`src/rtl/yarp_pkg.sv`:
```
// Shared types for the YARP memory arbiter: FSM states, transaction owner
// and load/store access sizes.
package yarp_pkg;

  typedef enum logic [1:0] {
    ARB_IDLE = 2'd0,
    ARB_REQ  = 2'd1,
    ARB_RESP = 2'd2,
    ARB_ERR  = 2'd3
  } arb_state_t;

  typedef enum logic {
    OWN_FETCH = 1'b0,
    OWN_DATA  = 1'b1
  } arb_owner_t;

  typedef enum logic [1:0] {
    MEM_BYTE = 2'b00,
    MEM_HALF = 2'b01,
    MEM_WORD = 2'b11
  } mem_size_t;

  // Snapshot of the arbiter FSM for checkers bound onto the top.
  typedef struct packed {
    arb_state_t state;
    arb_owner_t owner;
    arb_owner_t last_owner;
  } arb_dbg_t;

endpackage

```
`src/rtl/yarp_lsu_align.sv`:
```
// Byte-lane handling for the data port: request-side byte enables, store
// replication and misalignment; response-side lane extraction and extension.
module yarp_lsu_align
  import yarp_pkg::*;
(
  input  logic [1:0]  req_lsb_i,
  input  logic [1:0]  req_size_i,
  input  logic [31:0] req_wdata_i,
  output logic [3:0]  req_be_o,
  output logic [31:0] req_wdata_o,
  output logic        req_misaligned_o,
  input  logic [1:0]  rsp_lsb_i,
  input  logic [1:0]  rsp_size_i,
  input  logic        rsp_zext_i,
  input  logic [31:0] rsp_rdata_i,
  output logic [31:0] rsp_rdata_o
);

  logic [31:0] byte_sh;
  logic [31:0] half_sh;

  always_comb begin
    req_be_o         = 4'b1111;
    req_wdata_o      = req_wdata_i;
    req_misaligned_o = 1'b0;
    case (mem_size_t'(req_size_i))
      MEM_BYTE: begin
        req_be_o    = 4'b0001 << req_lsb_i;
        req_wdata_o = {4{req_wdata_i[7:0]}};
      end
      MEM_HALF: begin
        req_be_o         = 4'b0011 << {req_lsb_i[1], 1'b0};
        req_wdata_o      = {2{req_wdata_i[15:0]}};
        req_misaligned_o = req_lsb_i[0];
      end
      // The unused encoding 2'b10 is treated as a word access.
      default: begin
        req_misaligned_o = |req_lsb_i;
      end
    endcase
  end

  always_comb begin
    byte_sh     = rsp_rdata_i >> {rsp_lsb_i, 3'b000};
    half_sh     = rsp_rdata_i >> {rsp_lsb_i[1], 4'b0000};
    rsp_rdata_o = rsp_rdata_i;
    case (mem_size_t'(rsp_size_i))
      MEM_BYTE: rsp_rdata_o = {{24{~rsp_zext_i & byte_sh[7]}}, byte_sh[7:0]};
      MEM_HALF: rsp_rdata_o = {{16{~rsp_zext_i & half_sh[15]}}, half_sh[15:0]};
      default:  rsp_rdata_o = rsp_rdata_i;
    endcase
  end

endmodule

```
`src/rtl/yarp_mem_arbiter.sv`:
```
// Round-robin arbiter sharing one memory port between instruction fetch and
// load/store, one outstanding transaction at a time.
module yarp_mem_arbiter
  import yarp_pkg::*;
#(
  parameter int ADDR_W = 32,
  parameter int DATA_W = 32
) (
  input  logic              clk,
  input  logic              reset_n,
  input  logic              if_req_i,
  input  logic [ADDR_W-1:0] if_addr_i,
  output logic              if_gnt_o,
  output logic              if_rvalid_o,
  output logic [DATA_W-1:0] if_rdata_o,
  input  logic              dm_req_i,
  input  logic [ADDR_W-1:0] dm_addr_i,
  input  logic [1:0]        dm_byte_i,
  input  logic              dm_wr_i,
  input  logic [DATA_W-1:0] dm_wdata_i,
  input  logic              dm_zero_extnd_i,
  output logic              dm_gnt_o,
  output logic              dm_rvalid_o,
  output logic [DATA_W-1:0] dm_rdata_o,
  output logic              dm_err_o,
  output logic              mem_req_o,
  output logic [ADDR_W-1:0] mem_addr_o,
  output logic              mem_we_o,
  output logic [3:0]        mem_be_o,
  output logic [DATA_W-1:0] mem_wdata_o,
  input  logic              mem_gnt_i,
  input  logic              mem_rvalid_i,
  input  logic [DATA_W-1:0] mem_rdata_i
);

  // Handshakes: a requester holds req (and its payload) until it sees its gnt
  // pulse; gnt follows mem_gnt_i in ARB_REQ, rvalid follows mem_rvalid_i in
  // ARB_RESP, each lasting exactly one cycle. Memory-side gnt/rvalid are
  // ignored outside those states, so a late response after reset is dropped.

  arb_state_t        state_q, state_d;
  arb_owner_t        owner_q, owner_d;
  arb_owner_t        last_q, last_d;
  logic [ADDR_W-1:0] addr_q, addr_d;
  logic [3:0]        be_q, be_d;
  logic [DATA_W-1:0] wdata_q, wdata_d;
  logic              we_q, we_d;
  logic [1:0]        lsb_q, lsb_d;
  logic [1:0]        size_q, size_d;
  logic              zext_q, zext_d;

  arb_dbg_t          arb_dbg;
  logic [3:0]        al_be;
  logic [31:0]       al_wdata;
  logic              al_misaligned;
  logic [31:0]       al_rdata;
  logic              sel_data;
  logic              if_resp;
  logic              dm_resp;
  logic              unused_ok;

  yarp_lsu_align u_align (
    .req_lsb_i        (dm_addr_i[1:0]),
    .req_size_i       (dm_byte_i),
    .req_wdata_i      (dm_wdata_i),
    .req_be_o         (al_be),
    .req_wdata_o      (al_wdata),
    .req_misaligned_o (al_misaligned),
    .rsp_lsb_i        (lsb_q),
    .rsp_size_i       (size_q),
    .rsp_zext_i       (zext_q),
    .rsp_rdata_i      (mem_rdata_i),
    .rsp_rdata_o      (al_rdata)
  );

  // On a tie the requester that did not own the previous transaction wins.
  assign sel_data = dm_req_i & (~if_req_i | (last_q == OWN_FETCH));

  always_comb begin
    state_d = state_q;
    owner_d = owner_q;
    last_d  = last_q;
    addr_d  = addr_q;
    be_d    = be_q;
    wdata_d = wdata_q;
    we_d    = we_q;
    lsb_d   = lsb_q;
    size_d  = size_q;
    zext_d  = zext_q;
    case (state_q)
      ARB_IDLE: begin
        if (sel_data) begin
          owner_d = OWN_DATA;
          last_d  = OWN_DATA;
          addr_d  = {dm_addr_i[ADDR_W-1:2], 2'b00};
          be_d    = al_be;
          wdata_d = al_wdata;
          we_d    = dm_wr_i;
          lsb_d   = dm_addr_i[1:0];
          size_d  = dm_byte_i;
          zext_d  = dm_zero_extnd_i;
          state_d = al_misaligned ? ARB_ERR : ARB_REQ;
        end else if (if_req_i) begin
          owner_d = OWN_FETCH;
          last_d  = OWN_FETCH;
          addr_d  = {if_addr_i[ADDR_W-1:2], 2'b00};
          be_d    = 4'b1111;
          wdata_d = '0;
          we_d    = 1'b0;
          lsb_d   = 2'b00;
          size_d  = MEM_WORD;
          zext_d  = 1'b0;
          state_d = ARB_REQ;
        end
      end
      ARB_REQ:  if (mem_gnt_i) state_d = ARB_RESP;
      ARB_RESP: if (mem_rvalid_i) state_d = ARB_IDLE;
      default:  state_d = ARB_IDLE;
    endcase
  end

  always_ff @(posedge clk) begin
    if (!reset_n) begin
      state_q <= ARB_IDLE;
      owner_q <= OWN_FETCH;
      last_q  <= OWN_FETCH;
      addr_q  <= '0;
      be_q    <= '0;
      wdata_q <= '0;
      we_q    <= 1'b0;
      lsb_q   <= 2'b00;
      size_q  <= MEM_WORD;
      zext_q  <= 1'b0;
    end else begin
      state_q <= state_d;
      owner_q <= owner_d;
      last_q  <= last_d;
      addr_q  <= addr_d;
      be_q    <= be_d;
      wdata_q <= wdata_d;
      we_q    <= we_d;
      lsb_q   <= lsb_d;
      size_q  <= size_d;
      zext_q  <= zext_d;
    end
  end

  assign arb_dbg = '{state: state_q, owner: owner_q, last_owner: last_q};

  assign mem_req_o   = (state_q == ARB_REQ);
  assign mem_addr_o  = addr_q;
  assign mem_we_o    = we_q;
  assign mem_be_o    = be_q;
  assign mem_wdata_o = wdata_q;

  assign if_resp = (state_q == ARB_RESP) & (owner_q == OWN_FETCH) & mem_rvalid_i;
  assign dm_resp = (state_q == ARB_RESP) & (owner_q == OWN_DATA) & mem_rvalid_i;

  assign if_gnt_o    = (state_q == ARB_REQ) & (owner_q == OWN_FETCH) & mem_gnt_i;
  assign dm_gnt_o    = ((state_q == ARB_REQ) & (owner_q == OWN_DATA) & mem_gnt_i)
                     | (state_q == ARB_ERR);
  assign if_rvalid_o = if_resp;
  assign dm_rvalid_o = dm_resp | (state_q == ARB_ERR);
  assign dm_err_o    = (state_q == ARB_ERR);
  assign if_rdata_o  = if_resp ? mem_rdata_i : '0;
  // Stores and misaligned accesses report zero data.
  assign dm_rdata_o  = (dm_resp & ~we_q) ? al_rdata : '0;

  assign unused_ok = ^{if_addr_i[1:0], arb_dbg};

endmodule

```
`config.mk`:
```
export PLATFORM = sky130hd
export DESIGN_NAME = yarp_mem_arbiter
export DESIGN_NICKNAME = d
export VERILOG_FILES = /design/src/rtl/yarp_pkg.sv /design/src/rtl/yarp_lsu_align.sv /design/src/rtl/yarp_mem_arbiter.sv
export SDC_FILE = /design/constraint.sdc
export NUM_CORES = 1
export LEC_CHECK = 0
export CELL_PAD_IN_SITES_DETAIL_PLACEMENT = 0
export CELL_PAD_IN_SITES_GLOBAL_PLACEMENT = 1
export CORE_MARGIN = 5
export CORE_UTILIZATION = 26
export CTS_BUF_LIST = sky130_fd_sc_hd__clkbuf_8 sky130_fd_sc_hd__clkbuf_16
export DETAILED_ROUTE_END_ITERATION = 8
export HOLD_SLACK_MARGIN = 0.02
export PLACE_DENSITY = 0.91
export SLEW_MARGIN = 30
export SYNTH_ARGS = -nofsm -noshare
export SYNTH_HDL_FRONTEND = slang
export SYNTH_HIERARCHICAL = 1
export SYNTH_SLANG_ARGS = --single-unit
export TNS_END_PERCENT = 50
```
`constraint.sdc`:
```
create_clock -name clk -period 2.4 [get_ports clk]
set_clock_uncertainty 0.15 [all_clocks]
set_input_delay 0.48 -clock clk [delete_from_list [all_inputs] [get_ports clk]]
set_output_delay 0.48 -clock clk [all_outputs]
set_load 0.01 [all_outputs]
```
== Word level (Yosys, flattened, before mapping) ==
Cells that the tools add are included.

* Reduce and logical (&&, ||, !) cells: 7
* Multiplexer cells: 26
* Equality and inequality tests: 8
* Shift operators: 4
* Bitwise gates (word level): 19

{| class="wikitable"
|+ Operators by type and width
! kind !! count
|-
| 32-bit 2-to-1 mux || 6
|-
| 32-bit case mux with 2 select lines || 2
|-
| 32-bit by 5-bit >> shifter with 16-bit output || 1
|-
| 32-bit by 5-bit >> shifter with 8-bit output || 1
|-
| 2-bit 2-to-1 mux || 9
|-
| 1-bit bitwise AND || 12
|-
| 4-bit 2-to-1 mux || 2
|-
| 4-bit case mux with 2 select lines || 1
|-
| 2-bit by 1-bit == test with 1-bit output (second input constant) || 3
|-
| 2-bit zero test || 3
|-
| 2-bit case mux with 3 select lines || 1
|-
| 2-bit == test (second input constant) || 2
|-
| 1-bit 2-to-1 mux || 4
|-
| 1-bit inverter || 4
|-
| 1-bit by 2-bit left shift with 4-bit output (first input constant) || 1
|-
| 2-bit by 2-bit left shift with 4-bit output (first input constant) || 1
|-
| 3-bit inequality test (second input constant) || 1
|-
| 1-bit bitwise OR || 3
|-
| 3-bit AND reduction || 1
|-
| 2-bit by 1-bit inequality test with 1-bit output (second input constant) || 1
|-
| 2-bit inequality test (second input constant) || 1
|-
| 1-bit case mux with 2 select lines || 1
|-
| 2-bit AND reduction || 1
|-
| 2-bit nonzero test || 1
|-
| 2-bit OR reduction || 1
|}

* Logic and storage cells: 73
* Flip-flop bits (word level): 77
* Input port bits: 138

== Longest topological paths before layout ==
* Word-level depth: 5
* Depth in mapped cells: 6

== Cells and area by module ==
Netlist, hierarchy kept.

{| class="wikitable"
|+ Modules (own cells, without submodules)
! module !! times used !! area each (sq um) !! cells an instance !! sequential area each (sq um)
|-
| yarp_mem_arbiter || 1 || 3335.7 || 368 || 1501.4
|-
| yarp_lsu_align || 1 || 1173.6 || 156 || 0.0
|}

== Worst setup path before layout ==
Ideal clock, no wire load.

* Path type: input -> output
* Start point: in mem_rdata_i[31]
* End point: out dm_rdata_o[10]
* Stages on the path: 4
* Setup slack: 0.269 ns
* Path buffers: 0
* Arrival time: 1.501 ns
* Required time: 1.770 ns
* Path through: mux4_2 > nor3b_4 > a221o_1 > and2_1

* Longest elaborated chain between the ends: 4

{| class="wikitable"
|+ Ends and longest elaborated chain
! what !! RTL line !! text
|-
| start, declared || yarp_mem_arbiter.sv:33 || <nowiki>input logic [DATA_W-1:0] mem_rdata_i</nowiki>
|-
| 32-bit by 5-bit >> shifter with 8-bit output || yarp_lsu_align.sv:44 || <nowiki>byte_sh = rsp_rdata_i >> {rsp_lsb_i, 3'b000};</nowiki>
|-
| 1-bit bitwise AND || yarp_lsu_align.sv:48 || <nowiki>MEM_BYTE: rsp_rdata_o = {{24{~rsp_zext_i & byte_sh[7]}}, byte_sh[7:0]};</nowiki>
|-
| 32-bit case mux with 2 select lines || yarp_lsu_align.sv:47 || <nowiki>case (mem_size_t'(rsp_size_i))</nowiki>
|-
| net al_rdata[10] || yarp_mem_arbiter.sv:56 || <nowiki>logic [31:0] al_rdata;</nowiki>
|-
| 32-bit 2-to-1 mux || yarp_mem_arbiter.sv:167 || <nowiki>assign dm_rdata_o = (dm_resp & ~we_q) ? al_rdata : '0;</nowiki>
|-
| end, declared || yarp_mem_arbiter.sv:24 || <nowiki>output logic [DATA_W-1:0] dm_rdata_o,</nowiki>
|}

The timed path passes the listed nets, and every way through them passes these cells.

== Worst setup path after layout ==
* Start point: in mem_rdata_i[7]
* End point: out dm_rdata_o[9]

The elaborated chain is that of the path after synthesis.

==> metrics.txt <==
outcome finished with violations; failing checks negative setup slack; register share of total power 35.5%; Vias 5211; GR Util met3 4.348%; Area growth, synth to finish 79.52%; Clock Latency Late Sink 0.32 ns; cts hold-fix bufs 0; TritonRoute pass-1 iters 4; CTS Sinks 75; pre-CTS WS -0.7642 ns; Fillers 1651; clock period minus worst slack 2.638 ns; switching portion of total power 29.54%; FF+latch count, synth 75; leakage power 0.003395 uW; DRC 0; Slew Viols, Final 0; Setup-failing EPs final 27; asr flop ratio synth 0%; post-synthesis cell type count 45; nets 962; HP Class flop to flop; R2R Path End mem_addr_o[4]; grt peak-use layer met2; Pwr Density 508.2 nW/um2; die area 20080 um2; CTS root buf clkbuf_16; Synth Warn # 6; hold path startpoint mem_wdata_o[10]; Gate Count Post-Synth 524; DR WL/cell 17.72 um; share of cells above drive strength 1 24.03%; maximum vdd drop 0.3492 mV; RePlAce Congestion 0.8974; GRT Total Usage 17.19%; CP required 1.77 ns; Sw Pwr 1215 uW; Avg Synthesized Cell Area 8.606 um2; initial antenna violation count 2; fin crit share 109.9%; I/O Buffers 272; Crit path largest cell delay 0.47 ns; Crit Path Max Fanout 8; largest net degree at the start of global routing 37; die span in x 141.7 um; Worst Setup Path Type input port to output pin; predominant post-synthesis flop cell dfxtp_1; crit path buf inv count 2; global routing met2 resource utilization 30.63%; crit-path leading delay family multiplexers; CP max-delay cell mux4_2; Int Pwr 2899 uW; R2R Setup Slk 0.61 ns; mean number of vias per cell 4.939; GR Util met1 19.11%; cell area after synthesis 4509 um2; setup ws final -0.2378 ns; Bufs on Longest Clock Path 2; I/O pin total 277; Worst Hold Path EP mem_wdata_o[10]; fmax 379.1 MHz; hold slack 0.3250 ns; power share of the clock group 29.5%; CTS HTree Levels 3; Initial Util 26.25%; row count 48; area occupied by multi-input gates 2769 um2; Final HPWL DP 13940 um; R2R depth 5; MaxCap Viol Count 0; grt ovf 0; chip height 141.7 um; RSZ-0062 raised after global routing yes; sequential cell area 1506 um2; number of global-route vias before repair 5051; Critical Path AT 2.01 ns; Total Wirelength 18700 um; Gate power share 35.1%; Post-synth EDFFs 0; Worst R2R Start state_q[1]; post-synthesis sequential area ratio 33.30%; CP startpoint kind input port; crit path cell chain dlygate4sd2_1 -> mux4_2 -> nor3b_4 -> a221o_1 -> and2_1 -> buf_2; Final Hold Fails 0; CTS clk-pin slew, worst paths 0.06 ns; drt first-iter violations 154; first-pass GRT wire length 27740 um; Hold Path Depth 1; post-route ant nets 0; core area 17180 um2; CP Capture Type output pin; cts bufs inserted 9; TritonCTS clock tree built
cell type report:
| cell class | count | share of cell area (%) |
|---|---|---|
| timing repair buffer | 343 | 40.22 |
| multi-input combinational | 392 | 34.20 |
| sequential | 75 | 18.61 |
| tap | 225 | 3.478 |
| clock buffer | 10 | 2.952 |
| clock inverter | 5 | 0.2782 |
| inverter | 3 | 0.2009 |
| antenna | 2 | 0.06182 |
flip-flops by register name, summed over array words and instances (netlist names):
signal,cells
mem_we_o,1
lsb_q,2
zext_q,1
last_q,1
state_q,2
mem_be_o,4
mem_addr_o,30
size_q,2
mem_wdata_o,32
stage by stage:
stage	setup TNS [ns]	total power, uW	cells	area (um2)	util (%)
floorplan	0	2102	525	4513	-
global placement	-29.09	2838	1018	7665	44.62
detailed placement	-29.47	2847	1018	7665	44.62
CTS	-2.888	4159	1053	8094	47.12
global route	-4.697	4331	1055	8095	47.13
finish	-2.491	4114	1055	8095	47.13
worst max-delay path by stage:
stage | from | end | slack [ns] | cells after the start
3_3_place_gp | mem_rdata_i[31] | dm_rdata_o[9] | -0.76 | 6
6_report | mem_rdata_i[7] | dm_rdata_o[9] | -0.24 | 6
3_5_place_dp | mem_rdata_i[31] | dm_rdata_o[9] | -0.76 | 6
2_1_floorplan | mem_rdata_i[31] | dm_rdata_o[10] | 0.27 | 4
4_1_cts | lsb_q[0] | dm_rdata_o[9] | -0.23 | 5
5_1_grt | lsb_q[0] | dm_rdata_o[9] | -0.27 | 5
logic make-up (layout without fill, tap and decap cells):
logic type | Yosys count | count (layout) | share of synthesized area [%]
other | 1 | 4 | 0.08316
DFF | 75 | 75 | 33.30
muxes | 35 | 36 | 8.601
buffers and inverters | 59 | 361 | 7.852
AOI/OAI and AO/OA | 167 | 167 | 28.94
and+or+nand+nor | 187 | 187 | 21.23
worst register-to-register path, delay by kind of cell (launching register included):
| family | cells | cell delay, ns |
|---|---|---|
| compound gates | 2 | 0.44 |
| simple gates | 1 | 0.24 |
| flops | 1 | 0.33 |
| buf+inv | 2 | 0.54 |
per-layer routing:
layer  wire length [um]  vias up  share of wire [%]
met4                712        0                3.8
li1                   -     2494                  -
met1               7268     2407                 39
met3               1611       38                8.6
met2               9104      272                 49
met5                  0        -                  0
synthesized netlist by cell type (all sizes together) (2+ instances only):
| cell | number | area (um2) |
|---|---|---|
| o221a | 12 | 135.1 |
| nor3 | 2 | 26.28 |
| a311oi | 30 | 262.8 |
| nand3 | 2 | 10.01 |
| mux2i | 17 | 170.2 |
| nor3b | 3 | 43.79 |
| a21oi | 37 | 200.2 |
| o21bai | 2 | 15.01 |
| clkbuf | 14 | 55.05 |
| o21ai | 26 | 156.4 |
| inv | 3 | 11.26 |
| a21o | 2 | 15.01 |
| nand2 | 95 | 356.6 |
| nor2b | 5 | 31.28 |
| dfxtp | 75 | 1501 |
| a22o | 44 | 385.4 |
| nor2 | 8 | 35.03 |
| nand2b | 2 | 12.51 |
| a221o | 8 | 80.08 |
| buf | 42 | 287.8 |
| o22a | 2 | 17.52 |
| and2 | 65 | 406.6 |
| or2 | 3 | 18.77 |
| mux2 | 17 | 195.2 |
power by group through the flow:
stage | Combinational [uW] | Clock [uW] | Sequential (uW)
after CTS | 1440 | 1260 | 1460
after detailed placement | 1370 | 0 | 1480
final | 1440 | 1210 | 1460
after global placement | 1360 | 0 | 1480
after global routing | 1550 | 1310 | 1480
after floorplan | 566 | 0 | 1540
timing repair:
item                                    in CTS  in global routing
gates cloned                                 3                  0
resized for setup                          216                 36
setup buffers                               18                  1
endpoints found under the setup margin      66                 65
pin swaps                                   12                 12
placed cells by master, fill, tap and decap left out, types with 2 or more instances in the layout:
cell type,Yosys,routed
o21ai_0,16,10
mux2i_1,17,15
clkbuf_2,2,13
clkinv_2,0,3
conb_1,1,2
o221a_2,12,11
o21bai_1,2,2
nand2_1,95,93
and2_4,0,2
o21ai_1,3,2
a221o_1,8,8
clkdlybuf4s15_1,0,8
nor2_1,6,5
a311oi_1,30,30
clkbuf_16,0,9
mux2_4,1,2
a21oi_1,35,35
diode_2,0,2
dlygate4sd2_1,0,16
clkdlybuf4s50_1,0,201
inv_1,1,3
or2_1,2,2
nor3_4,1,2
nor2b_1,5,4
o22a_1,2,2
a22o_1,44,44
buf_4,11,48
a21o_1,2,2
buf_2,23,25
buf_16,0,2
and2_1,65,63
nor2_2,2,2
nand3_1,2,2
buf_12,0,9
mux2_2,16,16
dfxtp_1,75,73
o21ai_2,7,14
clkdlybuf4s15_2,0,5
buf_6,8,15
nor3b_4,1,2
(Power assumes the default switching activity.)
